## config.mk

```make
export PLATFORM = sky130hd
export DESIGN_NAME = alu_result_stage
export DESIGN_NICKNAME = d
export VERILOG_FILES = /design/src/rtl/alu_pkg.sv /design/src/rtl/alu_skid_buf.sv /design/src/rtl/alu_result_stage.sv
export SDC_FILE = /design/constraint.sdc
export NUM_CORES = 1
export LEC_CHECK = 0
export ABC_AREA = 1
export CAP_MARGIN = 20
export CORE_UTILIZATION = 44
export DETAILED_ROUTE_END_ITERATION = 7
export HOLD_SLACK_MARGIN = 0.03
export PLACE_DENSITY = 0.74
export SYNTH_ARGS = -nofsm -noshare
export SYNTH_HDL_FRONTEND = slang
export SYNTH_SLANG_ARGS = --single-unit
```

## constraint.sdc

```tcl
create_clock -name clk -period 1.1 [get_ports clk]
set_input_delay 0.22 -clock clk [delete_from_list [all_inputs] [get_ports clk]]
set_output_delay 0.22 -clock clk [all_outputs]
set_load 0.02 [all_outputs]
```

## src/rtl/alu_pkg.sv

```systemverilog
// Shared definitions for the ALU result path: opcodes, flag bit positions and
// the packed result entry that is handed on to writeback.
package alu_pkg;

  localparam logic [1:0] OP_ADD  = 2'b00;
  localparam logic [1:0] OP_SUB  = 2'b01;
  localparam logic [1:0] OP_NAND = 2'b10;
  localparam logic [1:0] OP_XOR  = 2'b11;

  // Bit positions inside the flag register
  localparam int FLAG_Z    = 0;
  localparam int FLAG_V    = 1;
  localparam int FLAG_N    = 2;
  localparam int NUM_FLAGS = 3;

  localparam int unsigned ALU_W = 4;

  // Entry layout {result, ovfl_m, opcode}; the stage packs its own vector in the same order
  typedef struct packed {
    logic [ALU_W-1:0] result;
    logic             ovfl_m;
    logic [1:0]       opcode;
  } alu_entry_t;

  // Add and sub are the only ops whose overflow, sign and V flag mean anything
  function automatic logic is_arith(input logic [1:0] opcode);
    return ~opcode[1];
  endfunction

endpackage

```

## src/rtl/alu_skid_buf.sv

```systemverilog
// Generic 2-entry valid/ready skid buffer. main drives the output; skid catches
// the one beat that arrives while main is stalled, so in_ready is fully registered.
module alu_skid_buf #(
  parameter int unsigned DW = 7
) (
  input  logic          clk,
  input  logic          rst,
  input  logic          in_valid,
  output logic          in_ready,
  input  logic [DW-1:0] in_data,
  output logic          out_valid,
  input  logic          out_ready,
  output logic [DW-1:0] out_data
);

  logic [DW-1:0] main_q, skid_q;
  logic          main_valid_q, skid_valid_q;
  logic          accept, commit;

  assign in_ready  = ~skid_valid_q;
  assign out_valid = main_valid_q;
  assign out_data  = main_q;
  assign accept    = in_valid & in_ready;
  assign commit    = main_valid_q & out_ready;

  // Move data between input, skid and main; skid only fills when main is stalled
  always_ff @(posedge clk or posedge rst) begin
    if (rst) begin
      main_q       <= '0;
      skid_q       <= '0;
      main_valid_q <= 1'b0;
      skid_valid_q <= 1'b0;
    end else if (commit) begin
      if (skid_valid_q) begin
        // in_ready is low here, so no accept can coincide
        main_q       <= skid_q;
        skid_valid_q <= 1'b0;
      end else if (accept) begin
        main_q <= in_data;
      end else begin
        main_valid_q <= 1'b0;
      end
    end else if (accept) begin
      if (!main_valid_q) begin
        main_q       <= in_data;
        main_valid_q <= 1'b1;
      end else begin
        skid_q       <= in_data;
        skid_valid_q <= 1'b1;
      end
    end
  end

endmodule

```

## src/rtl/alu_result_stage.sv

```systemverilog
// ALU result stage: masks adder overflow for logic ops, buffers results through
// a skid buffer, updates Z/V/N on commit and counts overflowing accepts.
module alu_result_stage
  import alu_pkg::*;
#(
  parameter int unsigned WIDTH     = 4,
  parameter int unsigned ERR_CNT_W = 4
) (
  input  logic                 clk,
  input  logic                 rst,
  input  logic                 in_valid,
  output logic                 in_ready,
  input  logic [WIDTH-1:0]     in_result,
  input  logic                 in_ovfl,
  input  logic [1:0]           in_opcode,
  output logic                 out_valid,
  input  logic                 out_ready,
  output logic [WIDTH-1:0]     out_result,
  output logic                 out_ovfl,
  output logic [1:0]           out_opcode,
  output logic                 flag_z,
  output logic                 flag_v,
  output logic                 flag_n,
  output logic [ERR_CNT_W-1:0] err_count
);

  localparam int unsigned EW = WIDTH + 3;
  localparam logic [ERR_CNT_W-1:0] ERR_MAX = '1;

  logic                 ovfl_m;
  logic [EW-1:0]        in_entry, out_entry;
  logic                 accept, commit;
  logic [NUM_FLAGS-1:0] flags_q;
  logic [ERR_CNT_W-1:0] err_q;

  // Adder error is meaningless for NAND/XOR and is dropped before buffering
  assign ovfl_m   = in_ovfl & is_arith(in_opcode);
  assign in_entry = {in_result, ovfl_m, in_opcode};

  alu_skid_buf #(
    .DW (EW)
  ) u_skid_buf (
    .clk       (clk),
    .rst       (rst),
    .in_valid  (in_valid),
    .in_ready  (in_ready),
    .in_data   (in_entry),
    .out_valid (out_valid),
    .out_ready (out_ready),
    .out_data  (out_entry)
  );

  assign out_result = out_entry[EW-1:3];
  assign out_ovfl   = out_entry[2];
  assign out_opcode = out_entry[1:0];
  assign accept     = in_valid & in_ready;
  assign commit     = out_valid & out_ready;

  // Flags follow the entry leaving the stage; logic ops only touch Z
  always_ff @(posedge clk or posedge rst) begin
    if (rst) begin
      flags_q <= '0;
    end else if (commit) begin
      flags_q[FLAG_Z] <= (out_result == '0);
      if (is_arith(out_opcode)) begin
        flags_q[FLAG_N] <= out_result[WIDTH-1];
        flags_q[FLAG_V] <= out_ovfl;
      end
    end
  end

  // Saturating count of overflowing add/sub results taken in
  always_ff @(posedge clk or posedge rst) begin
    if (rst) begin
      err_q <= '0;
    end else if (accept && ovfl_m && (err_q != ERR_MAX)) begin
      err_q <= err_q + 1'b1;
    end
  end

  assign flag_z    = flags_q[FLAG_Z];
  assign flag_v    = flags_q[FLAG_V];
  assign flag_n    = flags_q[FLAG_N];
  assign err_count = err_q;

endmodule
```

==> summary.md, run 1 <==
| Metric | Value |
|---|---|
| Run status | `finished with violations` |
| Failing checks | `setup timing` |
| Share of synthesized area occupied by flip-flops and latches | `49.0%` |
| Initial standard-cell utilization of the core | `46.9%` |
| Fraction of final layout cells sized beyond drive strength 1 | `37.5%` |
| Relative area change from synthesis to final layout | `59.1%` |
| Clock latency on the worst-skew pair | `0.32 ns` |
| Min-Delay Path Class | `primary input to async pin` |
| Portion of total power attributed to sequential cells | `62.2%` |
| Met3 layer usage reported by global route | `4.80%` |
| Final Routed Wirelength | `3.09 mm` |
| Maximum capacitance violations | `0` |
| Share of synthesized flip-flops with an asynchronous set or reset | `100%` |
| Global-route wire length before repair | `5.06 mm` |
| Data arrival time at the worst-slack endpoint | `0.95 ns` |
| Die height | `53.6 um` |
| Number of DRC markers in iteration 0 | `30` |
| Number of top-level pins | `27` |
| Power density normalized to cell area | `728 mW/mm^2` |
| Total number of clock tree sinks | `23` |
| Floorplan core area | `0.00250 sq mm` |
| Final number of max-transition violations | `0` |
| R2R Path Start | `err_count[0]` |
| Worst setup path class | `register to output port` |
| Number of hold violations in the final report | `0` |
| Finished Layout Cells | `238` |
| Endpoints failing setup | `17` |
| Achievable frequency | `858 MHz` |
| Endpoint kind of the worst setup timing path | `output port` |
| Unrepaired setup endpoints after global routing | `yes` |
| Count of flip-flops with a built-in enable after synthesis | `0` |
| Quantity of I/O buffers inserted on ports | `26` |
| Area occupied by registers | `579 sq um` |
| Maximum net fanout on the critical path | `2` |
| Gp weighted congestion | `0.843` |
| Top post-synthesis cells by area | `sky130_fd_sc_hd__dfrtp_1 (49%), sky130_fd_sc_hd__nand2_1 (23%), sky130_fd_sc_hd__nand3_1 (4.7%)` |
| Number of antenna diodes | `0` |
| Layout net count | `221` |
| Vias in the first global route | `1190` |
| M2 GR Usage | `44.2%` |
| Wire per inst | `13.0 um` |
| Total power | `1.36 mW` |
| Worst r2r path cells | `6` |
| Clk pin slew, worst setup/hold paths | `0.13 ns` |
| Least setup slack across all paths after layout | `-0.0656 ns` |
| Vias after detailed routing | `1220` |
| Fraction of post-synthesis cell area in the top cell type by area | `49.0%` |
| Overall overflow remaining after global route | `0` |
| Final critical-path share of the clock period | `106%` |
| Tmin final | `1.17 ns` |
| Number of buffers inserted for hold repair after clock tree synthesis | `0` |
| Initial antenna violation count | `0` |
| Synth Cell Area | `0.00117 sq mm` |
| Max rail drop VDD | `0.000704 V` |
| Net load switching power | `0.319 mW` |
| Inst Count DP | `226` |
| Synthesis warning total | `0` |
| FF+latch count, synth | `23` |
| Average size of a mapped cell | `8.04 sq um` |
| Estimated wirelength of the detail-placed design | `2.04 mm` |
| Maximum buffer depth of the clock tree | `2` |
| Pin count of the biggest net entering global routing | `24` |
| Most area-hungry cell type in the Yosys netlist | `sky130_fd_sc_hd__dfrtp_1` |
| Combinational power share | `7.9%` |
| Row cnt | `18` |
| Post-Synthesis Net Count | `158` |
| Number of H-tree levels | `1` |
| Area of combinational cells with multiple inputs | `604 sq um` |
| Total die area | `0.00288 sq mm` |
| Main flop type after synthesis | `sky130_fd_sc_hd__dfrtp_1` |
| Initial DRT Pass Iterations | `4` |
| Global Route Usage Sum | `25.3%` |
| Leakage component of the power | `1.05 nW` |
| Fill cell instance count of the final layout | `175` |
| Slew @ Worst Pin | `0.338 ns` |
| Library cell used as clock root buffer | `sky130_fd_sc_hd__clkbuf_4` |
| Number of CTS-inserted buffers | `3` |
| Relative slew margins | `77.4%` |
| Post-detailed-route count of antenna-violating nets | `0` |
| Sw Share | `23.5%` |
| Internal power component | `1.04 mW` |
| Element type at the critical path start | `register` |
| Met1 demand-to-capacity share in global routing | `29.1%` |
| Cell count after synthesis | `146` |
| Count of different cell masters after synthesis | `19` |
| Die Width | `53.6 um` |
| Register-to-register setup slack | `-0.06 ns` |
| Clock Skews | `0.00938 ns` |
| CP Data Required Time | `0.88 ns` |
| TritonCTS clock tree | `built` |
| Layer with the highest usage after global routing | `met2` |
| Clock power share | `29.9%` |
| Endpoint of the worst register-to-register path | `err_count[2]` |
| Routed via count divided by cell count | `5.13` |
| DRC violations left | `0` |
timing repair:
item,CTS,global route
pin swaps,12,12
gates cloned,1,0
gates resized for setup,101,19
setup buffers,6,1
setup endpoints to repair,37,34
hold endpoints to repair,0,0
routing by layer:
layer / up-vias / part of all wire (%)
li1: 595 / -
met1: 569 / 41
met2: 46 / 50
met3: 10 / 5.9
met4: 0 / 2.8
met5: - / 0
placed cells by master (no fill, tap or decap):
cell	count
sky130_fd_sc_hd__clkbuf_4	3
sky130_fd_sc_hd__buf_6	20
sky130_fd_sc_hd__dlygate4sd2_1	1
sky130_fd_sc_hd__o21ai_0	1
sky130_fd_sc_hd__nand2_2	3
sky130_fd_sc_hd__xor2_1	1
sky130_fd_sc_hd__dfrtp_1	20
sky130_fd_sc_hd__nand2_4	5
sky130_fd_sc_hd__inv_2	2
sky130_fd_sc_hd__nor2_2	1
sky130_fd_sc_hd__nand4_1	8
sky130_fd_sc_hd__buf_8	1
sky130_fd_sc_hd__nand2_1	67
sky130_fd_sc_hd__o21ai_2	1
sky130_fd_sc_hd__inv_1	9
sky130_fd_sc_hd__or2_4	1
sky130_fd_sc_hd__nor2_4	1
sky130_fd_sc_hd__nor2_8	1
sky130_fd_sc_hd__clkdlybuf4s50_1	9
sky130_fd_sc_hd__nand3_4	2
sky130_fd_sc_hd__nand3_1	9
sky130_fd_sc_hd__buf_12	1
sky130_fd_sc_hd__nor2_1	2
sky130_fd_sc_hd__nand3_2	2
sky130_fd_sc_hd__o21ai_1	2
sky130_fd_sc_hd__clkbuf_1	1
sky130_fd_sc_hd__inv_6	1
sky130_fd_sc_hd__buf_4	28
sky130_fd_sc_hd__ha_4	1
sky130_fd_sc_hd__dfrtp_2	3
sky130_fd_sc_hd__a21oi_4	1
worst max-delay path, cell delays in order (launching register included):
cell	delay [ns]
sky130_fd_sc_hd__dfrtp_1	0.42
sky130_fd_sc_hd__inv_1	0.09
sky130_fd_sc_hd__buf_6	0.12
worst max-delay path by stage:
| stage | cells past startpoint | end | slack (ns) | start |
|---|---|---|---|---|
| finish | 2 | in_ready | -0.07 | u_skid_buf.skid_valid_q |
| global placement | 6 | u_skid_buf.out_data[5] | -0.32 | out_ready |
| CTS | 2 | in_ready | -0.07 | u_skid_buf.skid_valid_q |
| global route | 6 | err_count[0] | -0.11 | u_skid_buf.skid_valid_q |
| detailed placement | 6 | u_skid_buf.out_data[3] | -0.37 | out_ready |
| floorplan | 5 | flags_q[2] | -0.002 | u_skid_buf.out_valid |
area by class of cell:
type | count | share of cell area, %
well taps | 30 | 2.01
clock buffers | 4 | 1.41
repair buffers | 60 | 30.5
flip-flops and latches | 23 | 31.0
inverters | 12 | 2.68
multi-input cells | 109 | 32.4
power by group through the flow:
stage / Combinational [mW] / Sequential [mW] / Clock [mW]
after global routing: 0.118 / 0.846 / 0.449
after detailed placement: 0.102 / 0.861 / 0
after CTS: 0.103 / 0.845 / 0.414
after floorplan: 0.0399 / 0.861 / 0
after global placement: 0.101 / 0.861 / 0
final: 0.107 / 0.845 / 0.406
cells in the mapped netlist (2+ instances only):
cell / instances
sky130_fd_sc_hd__nand4_1: 8
sky130_fd_sc_hd__inv_2: 2
sky130_fd_sc_hd__dfrtp_1: 23
sky130_fd_sc_hd__o21ai_0: 2
sky130_fd_sc_hd__nand2_2: 3
sky130_fd_sc_hd__inv_1: 10
sky130_fd_sc_hd__nand3_1: 11
sky130_fd_sc_hd__nand2_1: 72
sky130_fd_sc_hd__buf_6: 3
sky130_fd_sc_hd__nor2_1: 3
through the flow:
stage	utilization (%)	hold slack (ns)	cell area (sq um)	worst slack (ns)	TNS (ns)
3_5_place_dp	67.1	0.463	1680	-0.370	-8.43
4_1_cts	72.0	0.224	1800	-0.0668	-0.350
6_report	74.7	0.207	1870	-0.0656	-0.511
5_1_grt	74.7	0.220	1870	-0.106	-1.78
3_3_place_gp	67.1	0.462	1680	-0.325	-7.61
2_1_floorplan	-	0.222	1200	-0.00238	-0.00238
flip-flops by register name, summed over array words and instances (netlist names):
register and cells:
err_count 4, flags_q 3, u_skid_buf.out_data 7, u_skid_buf.out_valid 1, u_skid_buf.skid_q 7, u_skid_buf.skid_valid_q 1
logic make-up (layout without fill, tap and decap cells):
| group | count (synthesis) | after routing | share of synthesized area, % |
|---|---|---|---|
| simple gates | 101 | 102 | 39.0 |
| flops | 23 | 23 | 49.0 |
| buf+inv | 15 | 76 | 6.72 |
| compound gates | 5 | 5 | 3.41 |
| fa+ha+maj | 1 | 1 | 1.07 |
| xor+xnor | 1 | 1 | 0.746 |
No activity file was read; power rests on OpenSTA's default activity.
==> inputs of run 2 (changes only) <==
Settings changed: PLACE_DENSITY 0.74 to 0.82, SKIP_CTS_REPAIR_TIMING from default to 1.
==> run 2 against run 1 <==
Compared with the run above: the flow still finishes with violations (setup timing); first-iteration DRC count grew 20%; wire length grew 6.9%; clock skew shrank 0.0085 ns; utilization grew 1.9 points; clock-buffer cell count shrank 1; non-clock buffer count grew 4; combinational power is essentially flat; critical path type is now register to register; largest cell class unchanged; highest routed layer unchanged.
==> summary.md, run 2 (same netlist as run 1, synthesis figures left out) <==
| Metric | Value |
|---|---|
| Run status | `finished with violations` |
| Failing checks | `setup timing` |
| Endpoint kind of the worst setup timing path | `register` |
| Global Route Usage Sum | `22.4%` |
| Leading cell types in the layout, fill and taps excluded | `sky130_fd_sc_hd__nand2_1 (63), sky130_fd_sc_hd__buf_4 (31), sky130_fd_sc_hd__dfrtp_1 (20), sky130_fd_sc_hd__buf_6 (19)` |
| Clock latency on the worst-skew pair | `0.31 ns` |
| Final Cell Area | `0.00191 sq mm` |
| DRC violations left | `0` |
| Gp weighted congestion | `0.840` |
| Clock Skews | `0.000929 ns` |
| Number of CTS-inserted buffers | `3` |
| TritonCTS clock tree | `built` |
| Floorplan core area | `0.00250 sq mm` |
| Fraction of final layout cells sized beyond drive strength 1 | `41.5%` |
| Final number of max-transition violations | `0` |
| Routed via count divided by cell count | `5.18` |
| Estimated wirelength of the detail-placed design | `2.14 mm` |
| Power density normalized to cell area | `703 mW/mm^2` |
| Least setup slack across all paths after layout | `-0.106 ns` |
| Tmin final | `1.21 ns` |
| Biggest cell delay along the critical path | `0.43 ns` |
| Data arrival time at the worst-slack endpoint | `1.47 ns` |
| Most used cell, CP | `sky130_fd_sc_hd__nand2_1` |
| Global-route wire length before repair | `4.60 mm` |
| Endpoints failing setup | `24` |
| Number of DRC markers in iteration 0 | `36` |
| Core occupancy in the finished layout | `76.6%` |
| Maximum buffer depth of the clock tree | `2` |
| Initial standard-cell utilization of the core | `46.9%` |
| Number of top-level pins | `27` |
| Placed inst area | `0.00166 sq mm` |
| Leakage component of the power | `1.08 nW` |
| Fill cell instance count of the final layout | `176` |
| Total power | `1.35 mW` |
| CP Data Required Time | `1.36 ns` |
| Total die area | `0.00288 sq mm` |
| Final Routed Wirelength | `3.30 mm` |
| Relative slew margins | `74.0%` |
| Clk pin slew, worst setup/hold paths | `0.13 ns` |
| Quantity of I/O buffers inserted on ports | `26` |
| Die height | `53.6 um` |
| Max rail drop VDD | `0.000724 V` |
| Relative area change from synthesis to final layout | `63.1%` |
| Final critical-path share of the clock period | `110%` |
| DP Worst Slack | `-0.389 ns` |
| Vias in the first global route | `1094` |
| Die Width | `53.6 um` |
| Unrepaired setup endpoints after global routing | `yes` |
| Most common cell after layout, fill and taps aside | `sky130_fd_sc_hd__nand2_1` |
| Cell Chain, Critical Path | `buf_6, nand3_4, a21oi_4, nand2_1, nand2_1` |
| Number of antenna diodes | `0` |
| Initial DRT Pass Iterations | `4` |
| Achievable frequency | `829 MHz` |
| Worst setup path class | `register to register` |
| Slowest stage cell, crit path | `sky130_fd_sc_hd__dfrtp_1` |
| Maximum capacitance violations | `0` |
| Row cnt | `18` |
| Maximum net fanout on the critical path | `7` |
| Element type at the critical path start | `register` |
| Min-Delay Path Class | `primary input to async pin` |
| Vias after detailed routing | `1254` |
| Number of hold violations in the final report | `0` |
| Slew @ Worst Pin | `0.389 ns` |
| Number of H-tree levels | `1` |
| Pin count of the biggest net entering global routing | `24` |
| Initial antenna violation count | `0` |
| Wire per inst | `13.7 um` |
| Layout net count | `225` |
| Setup TNS after final layout | `-1.59 ns` |
| Overall overflow remaining after global route | `0` |
| Total number of clock tree sinks | `23` |
| Post-detailed-route count of antenna-violating nets | `0` |
| Library cell used as clock root buffer | `sky130_fd_sc_hd__clkbuf_4` |
==> run 2: metrics by stage <==
step,hold slack [ns],cells
2_1_floorplan,0.222,146
3_3_place_gp,0.455,224
3_5_place_dp,0.459,224
4_1_cts,0.214,228
5_1_grt,0.228,242
6_report,0.213,242
==> run 2: critical path, delay by kind of cell, from the launching register on <==
kind                   cells  cell delay, ns
buffers and inverters      1            0.17
and+or+nand+nor            3            0.28
AOI/OAI and AO/OA          1            0.26
DFF                        1            0.43
==> run 2: per-layer routing <==
layer | track usage [%] | vias up | share of wire (%)
met5 | 0 | - | 0
li1 | - | 592 | -
met3 | 3.39 | 15 | 4.1
met2 | 42.7 | 60 | 55
met1 | 24.5 | 587 | 38
met4 | 8.77 | 0 | 3.5
==> run 2: power breakdown <==
| group | switching [mW] | internal [mW] | leakage [nW] |
|---|---|---|---|
| Clock | 0.257 | 0.136 | 0.0177 |
| Combinational | 0.0546 | 0.0528 | 0.746 |
| Sequential | 0 | 0.845 | 0.311 |
==> run 2: layout make-up <==
| cell class | count | area [sq um] | area share (%) |
|---|---|---|---|
| multi-input combinational | 109 | 621 | 32.4 |
| timing repair buffer | 64 | 602 | 31.4 |
| sequential | 23 | 579 | 30.3 |
| inverter | 12 | 47.5 | 2.48 |
| tap | 30 | 37.5 | 1.96 |
| clock buffer | 3 | 22.5 | 1.18 |
| clock inverter | 1 | 5.00 | 0.261 |
==> run 2: final timing paths <==
kind	slack, ns	cells after the start	to	from
worst max-delay path	-0.11	5	u_skid_buf.out_data[4]	u_skid_buf.skid_valid_q
worst min-delay path	0.21	3	err_count[0]	rst
worst max register to register	-0.11	5	u_skid_buf.out_data[4]	u_skid_buf.skid_valid_q
worst min register to register	0.51	2	u_skid_buf.skid_q[6]	u_skid_buf.skid_q[6]
max in group asynchronous	0.73	3	u_skid_buf.out_valid	rst
min in group clk	0.43	4	u_skid_buf.out_valid	out_ready
==> inputs of run 3 (changes only) <==
Settings changed: CORE_UTILIZATION 44 to 31, PLACE_DENSITY 0.82 to 0.64.
==> run 3 against run 2 <==
Compared with the run above: the run still ends with setup timing left; largest cell class unchanged; largest power group unchanged; non-clock buffer count is 5 lower; design area fell by 3.7%; first-iteration DRC count rose by 44%; fmax increased by 0.62%.
==> summary.md, run 3 (same netlist as run 1, synthesis figures left out) <==
| Metric | Value |
|---|---|
| TritonCTS clock tree | `built` |
| Endpoints failing setup | `14` |
| Worst setup path class | `register to output port` |
| Leading cell types in the layout, fill and taps excluded | `sky130_fd_sc_hd__nand2_1 (69), sky130_fd_sc_hd__buf_4 (28), sky130_fd_sc_hd__dfrtp_1 (20), sky130_fd_sc_hd__dlymetal6s2s_1 (10)` |
| Relative area change from synthesis to final layout | `57.0%` |
| Global-route wire length before repair | `4.83 mm` |
| Initial standard-cell utilization of the core | `33.8%` |
| Area occupied by registers | `579 sq um` |
| Overall overflow remaining after global route | `0` |
| Number of antenna diodes | `0` |
| Global Route Usage Sum | `14.8%` |
| Total power | `1.47 mW` |
| Gp weighted congestion | `0.887` |
| Number of top-level pins | `27` |
| Worst r2r path cells | `6` |
| Power density normalized to cell area | `798 mW/mm^2` |
| Post-detailed-route count of antenna-violating nets | `0` |
| Routed via count divided by cell count | `4.43` |
| Layout net count | `219` |
| Relative slew margins | `81.3%` |
| Clk pin slew, worst setup/hold paths | `0.08 ns` |
| Most common cell after layout, fill and taps aside | `sky130_fd_sc_hd__nand2_1` |
| Wire per inst | `11.3 um` |
| CP Data Required Time | `0.88 ns` |
| Fraction of final layout cells sized beyond drive strength 1 | `32.0%` |
| Maximum buffer depth of the clock tree | `2` |
| Min-Delay Path Class | `primary input to async pin` |
| Number of CTS-inserted buffers | `3` |
| Clock Skews | `0.00307 ns` |
| Final worst hold slack | `0.271 ns` |
| Total die area | `0.00404 sq mm` |
| Failing checks | `setup timing` |
| Tmin final | `1.20 ns` |
| R2R Path Start | `u_skid_buf.skid_valid_q` |
| Number of hold violations in the final report | `0` |
| Leakage component of the power | `1.17 nW` |
| Endpoint of the worst register-to-register path | `u_skid_buf.out_data[1]` |
| Row cnt | `21` |
| Area of combinational cells with multiple inputs | `583 sq um` |
| Final critical-path share of the clock period | `109%` |
| Endpoint kind of the worst setup timing path | `output port` |
| Final Routed Wirelength | `2.84 mm` |
| Least setup slack across all paths after layout | `-0.0986 ns` |
| Data arrival time at the worst-slack endpoint | `0.98 ns` |
| Unrepaired setup endpoints after global routing | `yes` |
| Total number of clock tree sinks | `23` |
| Die height | `63.5 um` |
| Maximum capacitance violations | `0` |
| Element type at the critical path start | `register` |
| Achievable frequency | `834 MHz` |
| Number of H-tree levels | `1` |
| Final number of max-transition violations | `0` |
| Vias after detailed routing | `1117` |
| Max rail drop VDD | `0.000364 V` |
| Fill cell instance count of the final layout | `333` |
| Register-to-register setup slack | `-0.05 ns` |
| Initial DRT Pass Iterations | `4` |
| DRC violations left | `0` |
| Initial antenna violation count | `0` |
| Die Width | `63.5 um` |
| Run status | `finished with violations` |
| Core occupancy in the finished layout | `53.1%` |
| Clock latency on the worst-skew pair | `0.26 ns` |
| Vias in the first global route | `1093` |
| Quantity of I/O buffers inserted on ports | `26` |
| Maximum net fanout on the critical path | `2` |
| Critical path startpoint | `u_skid_buf.skid_valid_q` |
| Library cell used as clock root buffer | `sky130_fd_sc_hd__clkbuf_8` |
| Floorplan core area | `0.00347 sq mm` |
| End of the critical path | `in_ready` |
| Estimated wirelength of the detail-placed design | `2.12 mm` |
| Pin count of the biggest net entering global routing | `24` |
| Slew @ Worst Pin | `0.280 ns` |
| Number of DRC markers in iteration 0 | `52` |
==> run 3: where the power goes <==
| group | internal, mW | switching [mW] | total (mW) |
|---|---|---|---|
| clock | 0.252 | 0.270 | 0.522 |
| sequential | 0.844 | 0 | 0.844 |
| combinational | 0.0528 | 0.0512 | 0.104 |
| total | 1.15 | 0.321 | 1.47 |
==> run 3: worst min path at each step <==
stage / startpoint / to / cells past startpoint
5_1_grt: rst / u_skid_buf.out_data[2] / 3
3_3_place_gp: u_skid_buf.skid_q[2] / u_skid_buf.skid_q[2] / 2
4_1_cts: rst / u_skid_buf.out_data[3] / 3
3_5_place_dp: u_skid_buf.skid_q[2] / u_skid_buf.skid_q[2] / 2
2_1_floorplan: rst / err_count[2] / 1
6_report: rst / u_skid_buf.out_data[3] / 3
==> run 3: critical path, cell delays in order (launching register included) <==
cell and delay (ns):
sky130_fd_sc_hd__dfrtp_1 0.40, sky130_fd_sc_hd__inv_1 0.08, sky130_fd_sc_hd__dlymetal6s2s_1 0.23
==> run 3: routing by layer <==
| metal | vias to the layer above | track usage, % | wire length [um] |
|---|---|---|---|
| li1 | 580 | - | - |
| met1 | 519 | 18.7 | 1270 |
| met2 | 16 | 26.6 | 1480 |
| met3 | 2 | 1.09 | 58 |
| met4 | 0 | 4.26 | 27 |
| met5 | - | 0 | 0 |
==> run 3: cell type report <==
cell class                 count  share of cell area, %
clock inverter                 1                  0.272
clock buffer                   3                   2.24
timing repair buffer          59                   28.7
tap                           46                   3.12
sequential                    23                   31.4
inverter                      12                   2.58
multi-input combinational    108                   31.6
==> run 3: per-stage QoR <==
stage | instance area, sq um | std cells | setup WS, ns | TNS [ns]
floorplan | 1200 | 146 | -0.00238 | -0.00238
global placement | 1710 | 244 | -0.343 | -8.09
detailed placement | 1710 | 244 | -0.381 | -8.66
CTS | 1760 | 248 | -0.473 | -7.55
global route | 1840 | 252 | -0.153 | -1.95
finish | 1840 | 252 | -0.0986 | -0.542
